### config.mk
export PLATFORM = sky130hd
export DESIGN_NAME = tgl_hs_rx
export DESIGN_NICKNAME = d
export VERILOG_FILES = /design/src/rtl/tgl_hs_rx.sv
export SDC_FILE = /design/constraint.sdc
export NUM_CORES = 1
export LEC_CHECK = 0
export CORE_MARGIN = 2
export CORE_UTILIZATION = 40
export DETAILED_ROUTE_END_ITERATION = 16
export GPL_ROUTABILITY_DRIVEN = 0
export SYNTH_ARGS = -nofsm -noshare
export SYNTH_HDL_FRONTEND = slang
export SYNTH_SLANG_ARGS = --single-unit
### constraint.sdc
create_clock -name clk -period 1.8 [get_ports clk]
set_input_delay 0.36 -clock clk [delete_from_list [all_inputs] [get_ports clk]]
set_output_delay 0.36 -clock clk [all_outputs]
set_load 0.005 [all_outputs]
### src/rtl/tgl_hs_rx.sv
// rtl/tgl_hs_rx.sv - toggle-handshake receiver: toggle detect, word FIFO, ack toggle, valid/ready output
// Optional macro TGL_HS_RX_SYNC_EN adds a two-flop synchronizer on req_t.
module tgl_hs_rx #(
  parameter int WIDTH = 8,
  parameter int DEPTH = 4,
  parameter int LW    = $clog2(DEPTH) + 1
) (
  input  logic             clk,
  input  logic             rst,
  input  logic             req_t,
  input  logic [WIDTH-1:0] din,
  output logic             ack_t,
  output logic [WIDTH-1:0] dout,
  output logic             dout_valid,
  input  logic             dout_ready,
  output logic [LW-1:0]    level
);

  localparam int AW = $clog2(DEPTH);

  logic [WIDTH-1:0] mem [DEPTH];
  logic [AW-1:0]    wr_ptr;
  logic [AW-1:0]    rd_ptr;
  logic             req_s;
  logic             req_prev;
  logic             req_edge;
  logic             pop;
  logic             accept;

`ifdef TGL_HS_RX_SYNC_EN
  logic [1:0] req_sync;

  always_ff @(posedge clk) begin
    if (rst) begin
      req_sync <= '0;
    end else begin
      req_sync <= {req_sync[0], req_t};
    end
  end

  assign req_s = req_sync[1];
`else
  assign req_s = req_t;
`endif

  // A pending edge that cannot be accepted is the HOLD condition: req_prev
  // stays behind req_s, so the edge is retried every cycle until space frees.
  assign req_edge   = req_s ^ req_prev;
  assign dout_valid = (level != '0);
  assign pop        = dout_valid && dout_ready;
  assign accept     = req_edge && ((level < LW'(DEPTH)) || pop);
  assign dout       = dout_valid ? mem[rd_ptr] : '0;

  always_ff @(posedge clk) begin
    if (rst) begin
      ack_t    <= 1'b0;
      req_prev <= 1'b0;
      wr_ptr   <= '0;
      rd_ptr   <= '0;
      level    <= '0;
    end else begin
      if (accept) begin
        wr_ptr   <= wr_ptr + 1'b1;
        req_prev <= req_s;
        ack_t    <= ~ack_t;
      end
      if (pop) begin
        rd_ptr <= rd_ptr + 1'b1;
      end
      case ({accept, pop})
        2'b10:   level <= level + 1'b1;
        2'b01:   level <= level - 1'b1;
        default: level <= level;
      endcase
    end
  end

  // Storage is not reset; dout is masked by dout_valid instead.
  always_ff @(posedge clk) begin
    if (accept) begin
      mem[wr_ptr] <= din;
    end
  end

endmodule

==> qor.txt <==
Outcome: finished, violations left
Violated checks: negative setup slack
Final Max Slew Viols: 0
Psw: 1.077 mW
Slew headroom: 82.89%
CP top delay family: multiplexers
Area Overhead vs Synth: 35.70%
Area leader, netlist: edfxtp_1
Share of cells above drive strength 1: 43.20%
Clock power share: 19.0%
Detail Route Antenna Nets: 0
Routed WL: 3128 um
Critical path data required time: 1.44 ns
Synthesized Nets: 131
Die height: 71.95 um
CTS H-Tree Depth: 2
Clock sink total: 43
Crit-path cells: buf_6 -> buf_6 -> mux4_2 -> nor2b_4 -> buf_2
R2r setup slk: -0.07 ns
Pre-CTS setup slack: -0.5769 ns
Initial DRC count: 43
Comb pwr share: 46.1%
DR vias/cell: 4.683
Nature of the critical path endpoint: output pin
Die Area: 5176 um^2
Tcrit/Tclk final: 109.2%
Reg2reg end: level[2]
Num CTS Buffers: 5
Max Root-Sink Buffers: 2
Slowest CP cell: mux4_2
DRC: 0
Initial Utilization: 41.84%
CP arrival: 1.60 ns
Worst-margin pin slew: 0.2559 ns
Worst r2r src: req_prev
Fillers: 368
Crit path launch type: register
PwrDens: 1512 nW/um^2
Final nets: 186
Critical path buffers and inverters: 3
Clock skew: 0.006448 ns
Ys Warns: 0
Root Buffer: clkbuf_8
Crit-path max FO: 5
Dpl hpwl: 2262 um
Critical Path Stages: 5
Post-synthesis sequential area ratio: 63.96%
Clock slew seen by the registers of the worst setup and hold paths: 0.08 ns
Setup CP Type: reg -> out
Synthesis-stage register bit count: 43
Core area: 4414 um^2
Placed Cells: 208
MaxCap Viol Count: 0
Cell Area, Placed: 2347 um^2
Post-route cell area: 2506 um^2
Syn Area/Cell: 16.34 um^2
ANT cells: 0
P_int: 2.712 mW
P_leak: 0.9950 nW
CTS tree: done
Via Count: 1035
Post-Syn Area: 1847 um^2
Total gr overflow: 0
Slowest Stage Delay on Critical Path: 0.48 ns
Unrepaired setup endpoints after global routing: yes
I/O Pins: 25
Share of the synthesized area in the top cell type: 52.03%
WHS: 0.4933 ns
Max Freq: 0.5089 GHz
Unique cell type count in the Yosys netlist: 26
Pin count of the biggest net entering global routing: 14
Synth Instances: 113
Final-report setup violation count: 9
Die X: 71.95 um
R2R cell count: 9
Most area-consuming cells after synthesis: edfxtp_1, dfxtp_1, mux4_2
Crit path top cell by count: buf_6
Setup ws final: -0.1650 ns
Min cycle time layout: 1.965 ns
Final Hold Vio Count: 0
Hold-fix buffers, CTS: 0
Worst hold path class: reg -> reg
Post-layout util: 56.77%
Sequential share of power: 35.0%
Initial antenna violation count: 0
Critical Path Sink: dout[6]
Routed wire per std cell: 14.15 um
Max VDD drop: 0.6319 mV
Total track usage: 13.50%
Port buffer count: 24
Clock Latency Late Sink: 0.29 ns
Row count: 24
Vias in the first global route: 1111
Sw frac: 28.42%
Drt pass-1 iters: 4
First-pass GRT wire length: 5057 um
Non-Filler Instances: 221
==> flip-flops by register name (all words and copies together) (netlist names), named ones only <==
name	count
ack_t	1
level	3
mem	32
rd_ptr	2
req_prev	1
wr_ptr	2
==> stage by stage <==
stage	TNS [ns]	total power, mW
after floorplan	-0.06103	2.218
after global placement	-2.754	2.913
after detailed placement	-3.216	2.940
after CTS	-1.043	3.828
after global routing	-1.429	4.035
final	-0.9493	3.789
==> worst min path at each step <==
stage	endpoint	slack [ns]	start	depth (start not counted)
3_5_place_dp	rd_ptr[1]	0.48	rd_ptr[1]	2
6_report	rd_ptr[1]	0.49	rd_ptr[1]	2
3_3_place_gp	rd_ptr[1]	0.47	rd_ptr[1]	2
5_1_grt	register	0.52	rd_ptr[1]	2
4_1_cts	rd_ptr[1]	0.50	rd_ptr[1]	2
2_1_floorplan	mem[0][0]	0.46	din[0]	0
==> Yosys cell counts <==
cell type	n
inv_1	8
nor2b_4	8
nor2_1	9
a21oi_1	3
mux2i_1	2
and2_4	1
mux2_2	2
o31ai_1	1
nand2b_1	2
clkbuf_1	1
dfxtp_1	11
o21ai_1	1
nor3_2	1
edfxtp_1	32
nand2_1	1
and3_1	4
buf_6	2
xor2_1	4
clkbuf_2	1
nand2b_2	1
mux4_2	8
o21ai_0	1
or3_1	2
nor2b_1	1
fa_1	1
ha_1	5
==> worst min-delay path, stage by stage (launching register included) <==
cell and delay (ns):
dfxtp_1 0.31, o21ai_1 0.07, a21oi_1 0.07
==> cell usage in the layout, fill, tap and decap left out, types with 2 or more instances in the layout <==
master	instances
edfxtp_1	32
buf_4	19
clkdlybuf4s50_1	13
nor2_1	9
mux4_2	8
nor2b_4	8
buf_2	8
dfxtp_1	7
inv_1	6
clkbuf_8	5
buf_6	5
and3_1	4
ha_1	4
dfxtp_2	4
buf_12	4
xor2_1	3
a21oi_1	3
dlygate4sd2_1	3
inv_2	2
mux2_2	2
or3_1	2
nand2b_1	2
mux2i_1	2
clkbuf_1	2
==> layer usage <==
metal | global-route usage, % | vias to the layer above | routed length (um)
li1 | - | 517 | -
met1 | 15.30 | 489 | 1303
met2 | 23.35 | 24 | 1629
met3 | 5.000 | 5 | 153
met4 | 5.031 | 0 | 42
met5 | 0 | - | 0
==> power groups by stage <==
| stage | combinational (mW) | clock (mW) | sequential, mW |
|---|---|---|---|
| finish | 1.75 | 0.719 | 1.32 |
| detailed placement | 1.62 | 0 | 1.32 |
| global placement | 1.59 | 0 | 1.32 |
| floorplan | 0.891 | 0 | 1.33 |
| global route | 1.91 | 0.785 | 1.34 |
| CTS | 1.77 | 0.736 | 1.32 |
==> kinds of logic after synthesis <==
family / count (synthesis) / share of synthesized area (%)
compound gates: 6 / 1.761
flops: 43 / 63.96
buf+inv: 12 / 3.319
fa+ha+maj: 6 / 4.472
xor+xnor: 4 / 1.897
simple gates: 30 / 12.53
mux: 12 / 12.06
==> cell type report <==
type,instances,area [um^2],area share [%]
flip-flops and latches,43,1186,47.33
clock inverters,1,30.03,1.198
multi-input cells,58,643.1,25.66
repair buffers,52,475.5,18.97
well taps,52,65.06,2.596
clock buffers,7,76.32,3.045
inverters,8,30.03,1.198
==> what timing repair did <==
item | CTS | global route
pin swaps | 3 | 2
setup buffers | 5 | 0
endpoints found under the setup margin | 11 | 11
gates resized for setup | 44 | 1
Note: power is estimated with default switching activity, not from simulation.
